[config.mk]
export PLATFORM = sky130hd
export DESIGN_NAME = rapcore_reset_sequencer
export DESIGN_NICKNAME = d
export VERILOG_FILES = /design/src/rtl/rapcore_reset_pkg.sv /design/src/rtl/rapcore_sat_counter.sv /design/src/rtl/rapcore_reset_sequencer.sv
export SDC_FILE = /design/constraint.sdc
export NUM_CORES = 1
export LEC_CHECK = 0
export CORE_ASPECT_RATIO = 0.6
export CORE_MARGIN = 3
export CORE_UTILIZATION = 41
export DETAILED_ROUTE_END_ITERATION = 8
export SKIP_CTS_REPAIR_TIMING = 1
export SLEW_MARGIN = 0
export SYNTH_ARGS = -nofsm -noshare
export SYNTH_HDL_FRONTEND = slang
export SYNTH_SLANG_ARGS = --single-unit
[constraint.sdc]
create_clock -name CLK -period 2.3 [get_ports CLK]
set_input_delay 0.46 -clock CLK [delete_from_list [all_inputs] [get_ports CLK]]
set_output_delay 0.46 -clock CLK [all_outputs]
set_load 0.03 [all_outputs]
[src/rtl/rapcore_reset_pkg.sv]
// Shared types and helpers for the rapcore reset sequencer.
// Holds the 2-bit sequencer state encoding and the domain-index width function.
package rapcore_reset_pkg;

  typedef enum logic [1:0] {
    IDLE    = 2'd0,
    STRETCH = 2'd1,
    RELEASE = 2'd2,
    RUN     = 2'd3
  } state_t;

  // Wide enough to hold any value 0..n inclusive.
  function automatic int idx_width(input int n);
    return $clog2(n + 1);
  endfunction

endpackage

[src/rtl/rapcore_sat_counter.sv]
// Up-counter with synchronous clear that sticks at all-ones instead of wrapping.
// Used for the reset-stretch counter and the abort counter.
module rapcore_sat_counter #(
  parameter int WIDTH = 8
) (
  input  logic             clk,
  input  logic             rst_n,
  input  logic             clr,
  input  logic             en,
  output logic [WIDTH-1:0] q
);

  // NOTE: sequential state is written with non-blocking assignments only, so
  // every flop samples the pre-edge value of its neighbours.
  always_ff @(posedge clk or negedge rst_n) begin
    if (!rst_n) begin
      q <= '0;
    end else if (clr) begin
      q <= '0;
    end else if (en && (q != '1)) begin
      q <= q + WIDTH'(1);
    end
  end

endmodule

[src/rtl/rapcore_reset_sequencer.sv]
// Power-on/reset sequencer: stretches reset for 2^CNT_WIDTH cycles, then releases
// NUM_DOMAINS active-low resets in order, GAP_CYCLES apart. Any drop of go aborts.
module rapcore_reset_sequencer
  import rapcore_reset_pkg::*;
#(
  parameter int CNT_WIDTH     = 14,
  parameter int NUM_DOMAINS   = 3,
  parameter int GAP_CYCLES    = 16,
  parameter int MON_WIDTH     = 8,
  parameter int RST_CNT_WIDTH = 8
) (
  input  logic                     CLK,
  input  logic                     resetn_in,
  input  logic                     sys_rst_i,
  input  logic                     run_req_i,
  output logic [NUM_DOMAINS-1:0]   domain_resetn_o,
  output logic                     all_released_o,
  output logic [1:0]               state_o,
  output logic [MON_WIDTH-1:0]     mon_o,
  output logic [RST_CNT_WIDTH-1:0] restart_cnt_o
);

  localparam int IDX_W = idx_width(NUM_DOMAINS);
  localparam int GAP_W = idx_width(GAP_CYCLES);

  state_t                 state;
  logic [NUM_DOMAINS-1:0] domain_q;
  logic                   all_released_q;
  logic [IDX_W-1:0]       idx;
  logic [GAP_W-1:0]       gap;
  logic [CNT_WIDTH-1:0]   stretch_cnt;
  logic                   go;
  logic                   abort;

  assign go    = run_req_i & ~sys_rst_i;
  assign abort = ~go & (state != IDLE);

  // Stretch counter only advances in STRETCH; it saturates, so it reads
  // all-ones for the rest of the sequence and drops to 0 whenever go falls.
  rapcore_sat_counter #(.WIDTH(CNT_WIDTH)) u_stretch_cnt (
    .clk   (CLK),
    .rst_n (resetn_in),
    .clr   (~go | (state == IDLE)),
    .en    (state == STRETCH),
    .q     (stretch_cnt)
  );

  // Only the asynchronous reset clears the abort count.
  rapcore_sat_counter #(.WIDTH(RST_CNT_WIDTH)) u_restart_cnt (
    .clk   (CLK),
    .rst_n (resetn_in),
    .clr   (1'b0),
    .en    (abort),
    .q     (restart_cnt_o)
  );

  always_ff @(posedge CLK or negedge resetn_in) begin
    if (!resetn_in) begin
      state          <= IDLE;
      domain_q       <= '0;
      all_released_q <= 1'b0;
      idx            <= '0;
      gap            <= '0;
    end else if (!go) begin
      state          <= IDLE;
      domain_q       <= '0;
      all_released_q <= 1'b0;
      idx            <= '0;
      gap            <= '0;
    end else begin
      case (state)
        IDLE: begin
          state <= STRETCH;
        end
        STRETCH: begin
          if (stretch_cnt == '1) begin
            domain_q[0] <= 1'b1;
            gap         <= '0;
            idx         <= IDX_W'(1);
            if (NUM_DOMAINS == 1) begin
              state          <= RUN;
              all_released_q <= 1'b1;
            end else begin
              state <= RELEASE;
            end
          end
        end
        RELEASE: begin
          if (gap == GAP_W'(GAP_CYCLES - 1)) begin
            domain_q <= domain_q | (NUM_DOMAINS'(1) << idx);
            gap      <= '0;
            idx      <= idx + IDX_W'(1);
            if (idx == IDX_W'(NUM_DOMAINS - 1)) begin
              state          <= RUN;
              all_released_q <= 1'b1;
            end
          end else begin
            gap <= gap + GAP_W'(1);
          end
        end
        RUN: begin
          state <= RUN;
        end
        default: begin
          state <= IDLE;
        end
      endcase
    end
  end

  assign domain_resetn_o = domain_q;
  assign all_released_o  = all_released_q;
  assign state_o         = state;
  assign mon_o           = stretch_cnt[CNT_WIDTH-1 -: MON_WIDTH];

endmodule

; ---- Yosys cells after proc, flatten, opt, wreduce, memory -nomap -nowiden
; Index checks and enable logic that the tools add are counted.
[classes]
add_sub_neg = 4
n_eq_ne = 15
shifts = 1
mux = 24
bitwise = 6
n_reduce_logical = 10
[op_table]
columns = cell, n
row1 = 14-bit 2-to-1 mux, 2
row2 = 2-bit 2-to-1 mux, 8
row3 = 5-bit 2-to-1 mux, 3
row4 = "14-bit by 1-bit adder with 14-bit output, second input constant", 1
row5 = "14-bit == test, second input constant", 1
row6 = "14-bit inequality test, second input constant", 1
row7 = 5-bit case mux with 2 select lines, 1
row8 = "3-bit inequality test, second input constant", 3
row9 = 3-bit AND reduction, 3
row10 = "8-bit by 1-bit adder with 8-bit output, second input constant", 1
row11 = "8-bit inequality test, second input constant", 1
row12 = 2-bit case mux with 4 select lines, 1
row13 = "2-bit == test, second input constant", 3
row14 = 3-bit 2-to-1 mux, 2
row15 = "2-bit by 1-bit inequality test with 1-bit output, second input constant", 3
row16 = "5-bit by 1-bit adder with 5-bit output, second input constant", 1
row17 = "5-bit by 4-bit == test with 1-bit output, second input constant", 1
row18 = 1-bit 2-to-1 mux, 5
row19 = 2-bit case mux with 2 select lines, 1
row20 = 2-bit AND reduction, 2
row21 = 2-bit nonzero test, 2
row22 = "3-bit by 1-bit inequality test with 1-bit output, second input constant", 1
row23 = 3-bit bitwise OR, 1
row24 = "1-bit by 2-bit left shift with 3-bit output, first input constant", 1
row25 = 8 further kinds, 11
[totals]
register_bits = 35
input_bits = 4
output_inout_bits = 22
word_cells = 68

; ---- Longest topological paths before layout
[logic_depth]
word_depth = 5
depth_mapped = 6
ltp_nobuf = 6

; ---- By module
; Synthesis repeated with hierarchy kept, for this count alone.
[hier_totals]
hier_cells = 213
hier_area_um2 = 2047.0
[by_module_without_submodules]
columns = module, instances, cells_each, area_each_um2, seq_area_each_um2
row1 = rapcore_sat_counter at u_stretch_cnt, 1, 85, 803.3, 350.3
row2 = rapcore_reset_sequencer, 1, 79, 779.5, 325.3
row3 = rapcore_sat_counter at u_restart_cnt, 1, 49, 464.2, 200.2

; ---- Worst setup path after synthesis
; OpenSTA, ideal clock, no wires.
[synth_timing]
kind = register -> register
from = reg state[0], in the netlist state_o[0]
to = reg u_stretch_cnt.q[11]
setup_time_ns = 0.080
arrival_ns = 1.885
required_time_ns = 2.220
setup_slack_ns = 0.335
stages_incl_launch_ff = 7
path_buffers = 2
synth_period_minus_slack_ns = 1.965
cell_sequence = dfrtp_1 > clkbuf_1 > nand2b_1 > or3_1 > buf_2 > or4_1 > a21oi_1
[synth_between]
elab_chain_len = 3
word_cells_on_any_way = 6
classes_between = 1 x eq/ne / 1 x mux / 1 x bitwise / 3 x reduce/logical
[synth_rtl]
columns = element, line_no
row1 = "start, declared", rapcore_reset_sequencer.sv:26  ; state_t state;
row2 = "start signal, assigned", rapcore_reset_sequencer.sv:59  ; state <= IDLE;
row3 = "start signal, assigned", rapcore_reset_sequencer.sv:65  ; state <= IDLE;
row4 = "start signal, assigned", rapcore_reset_sequencer.sv:73  ; state <= STRETCH;
row5 = 2-bit zero test or 2-bit by 1-bit == test with 1-bit output (tied branches), "rapcore_reset_sequencer.sv:43, rapcore_reset_sequencer.sv:44"
row6 = 1-bit bitwise OR or 1-bit logical AND (tied branches), "rapcore_reset_sequencer.sv:43, rapcore_sat_counter.sv:20"
row7 = 14-bit 2-to-1 mux or 2-bit nonzero test (tied branches), -
row8 = "end signal, assigned", rapcore_sat_counter.sv:21  ; q <= q + WIDTH'(1);
row9 = "end, declared", rapcore_sat_counter.sv:10  ; output logic [WIDTH-1:0] q
; Parallel ways exist; a longest one is shown, timed or not.
; A chain may end at the register's enable or synchronous reset.

; ---- Worst setup path in the final report
[layout_timing]
from = reg state[1], in the netlist state_o[1]
to = out state_o[1]
[layout_rtl]
columns = element, line_no
row1 = "end, declared", rapcore_reset_sequencer.sv:18  ; output logic [1:0] state_o,
; No word-level cell between the ends.

==> results by group <==
Run status
  • Status: completed

Global route
  • Initial antenna violation count: 0
  • Total congestion overflow: 0
  • Global-route wire length before repair: 7.20 mm
  • Largest net degree at the start of global routing: 36
  • Total track usage: 17.0%
  • Vias in the first global route: 1,484

Clock network
  • CTS tree: built
  • Clk sinks: 35
  • Latest clock arrival within the worst-skew pair: 0.28 ns
  • TritonCTS Buffers: 5
  • Clk buf depth: 2
  • H-tree levels: 2
  • Clock-pin slew on the worst setup and hold paths: 0.07 ns
  • Clock root buffer: clkbuf_8

Power and ir drop
  • Pwr Total: 1560 uW
  • PD cells: 693 nW/um^2
  • P_leak: 0.000892 uW
  • Worst vdd ir: 0.000296 V

Timing
  • Period utilisation layout: 84.4%
  • Clock Skews: 0.00410 ns
  • Final slew viol count: 0
  • TNS Setup: 0 ns
  • Tightest Pin Transition: 0.800 ns
  • Fmax: 515 MHz
  • Final Hold Viols: 0
  • RSZ-0062 raised after global routing: no
  • Setup Viol. Count Final: 0
  • Max-slew headroom: 46.3%
  • Tmin final: 1.94 ns

Detailed routing
  • Drt first-iter violations: 86
  • DR pass1 iterations: 4
  • Residual DRC count: 0
  • Wire per inst: 14.7 um
  • DR vias: 1,513
  • Routed Antenna Nets: 0
  • Vias per std cell: 5.42
  • Total wire length: 4.10 mm

Yosys
  • Mapped Area: 1860 sq um
  • Main flop type after synthesis: dfrtp_1
  • Synth Instances: 193
  • Fraction of registers with async set/reset: 100%
  • Syn_area_per_cell: 9.63 sq um
  • Seq cells post-synth: 35
  • Top cells by count, synth: dfrtp_1 (35), nor2_1 (14), a21oi_1 (13), nand3_1 (13), nand2_1 (12)
  • Warnings from Yosys: 0
  • Post-synth EDFFs: 0
  • Register area share after synthesis: 47.1%
  • Post-synth top area cell: dfrtp_1
  • Most frequent cell after synthesis: dfrtp_1
  • Top post-synthesis cells by area: dfrtp_1 (47%), ha_1 (4.0%), a21oi_1 (3.5%), nand3_1 (3.5%), or3_1 (3.4%)
  • Synth cell types: 42
  • Area share of the largest cell type after synthesis: 47.1%
  • Syn nets: 203

Worst setup path
  • Worst Path Buf+Inv: 1
  • Cell Chain, Critical Path: clkdlybuf4s50_1
  • WP data required: 1.84 ns
  • CP max stage cell: clkdlybuf4s50_1
  • Critical path class: flop to output pin
  • CP endpoint kind: output pin
  • CP Launch Type: flop
  • Cell family with most CP delay: buffers and inverters
  • Critical Path Max Stage Delay: 0.72 ns
  • CP arrival: 1.48 ns
  • CP max FO: 8

Cells and area
  • Register area: 876 sq um
  • Layout cells sized above 1: 8.68%
  • Fill count: 402
  • Antenna cells: 0
  • Syn-to-layout area delta: 21.1%
  • Area of the multi-input gates: 871 sq um
  • Layout Nets: 228
  • Post-Layout Cell Count: 279

Floorplan
  • Std-Cell Core Area: 4230 sq um
  • Die X: 92.9 um
  • Site row count: 18
  • Initial Utilization: 43.9%
  • Chip Height: 58.1 um
  • Ports: 26
  • Die area: 5400 sq um

Placed design
  • Placed insts: 271
  • GPL Wtd Cong: 0.761
  • Port Buffer Count: 25
  • Post-detail-place hpwl: 3.04 mm

Run
  • Max-cap violation count: 0

Worst hold path
  • Worst Hold Class: flop to flop
-- through the flow --
stage,util (%),setup slack [ns],cell area (sq um),hold slack (ns)
after CTS,53.2,0.341,2250,0.506
after floorplan,-,0.335,1860,0.164
final,53.2,0.358,2250,0.505
after detailed placement,50.8,0.259,2150,0.487
after global routing,53.2,0.252,2250,0.539
after global placement,50.8,0.353,2150,0.486
-- state kept, by name (all words and copies together), names as in the netlist --
| name | flops |
|---|---|
| gap | 5 |
| u_stretch_cnt.q | 14 |
| idx | 2 |
| u_restart_cnt.q | 8 |
| domain_resetn_o | 3 |
| state_o | 2 |
| all_released_o | 1 |
-- final cells by class --
cell class / instances / area share (%)
multi-input cells: 137 / 38.7
flip-flops and latches: 35 / 38.9
clock buffers: 8 / 4.45
repair buffers: 32 / 13.5
well taps: 60 / 3.34
inverters: 7 / 1.17
-- where the power goes --
part / switching, uW / total [uW] / internal [uW]
registers: 63.0 / 730 / 666
clock network: 205 / 478 / 273
logic: 201 / 352 / 151
-- per-layer routing --
layer	vias to the layer above	global-route usage, %	share of wire [%]
met1	752	24.7	52
met3	2	4.93	3.1
met4	0	4.18	0.20
met5	-	0	0
met2	22	25.3	44
li1	737	-	-
-- final timing paths --
path / slack, ns / to / startpoint / cells after the start
min reg2reg: 0.50 / u_restart_cnt.q[6] / u_restart_cnt.q[6] / 1
min: 0.50 / u_restart_cnt.q[6] / u_restart_cnt.q[6] / 1
max in group asynchronous: 1.39 / u_stretch_cnt.q[13] / resetn_in / 2
max reg2reg: 0.39 / u_stretch_cnt.q[11] / state_o[1] / 4
min in group asynchronous: 0.59 / u_stretch_cnt.q[6] / resetn_in / 2
max: 0.36 / state_o[1] / state_o[1] / 1
-- placed cells by master, fill, tap and decap left out, drive strengths merged, types with 2 or more instances in the layout --
cell / n
a211oi: 2
a21oi: 13
a31oi: 2
buf: 7
clkbuf: 8
clkdlybuf4s50: 25
dfrtp: 35
ha: 6
inv: 7
mux2: 2
mux2i: 2
nand2: 12
nand2b: 4
nand3: 13
nand4: 4
nor2: 14
nor2b: 3
nor3: 7
nor4: 3
o21a: 3
o21ai: 8
o31ai: 4
or3: 10
or4: 3
xnor2: 5
xor2: 4
-- cells by family after synthesis --
group / count (synthesis) / synth area share (%)
buf+inv: 21 / 5.99
fa+ha+maj: 6 / 4.04
simple gates: 77 / 22.4
flops: 35 / 47.1
xor+xnor: 9 / 4.24
compound gates: 41 / 13.9
mux: 4 / 2.29
Power figures use the tool's default switching activity.
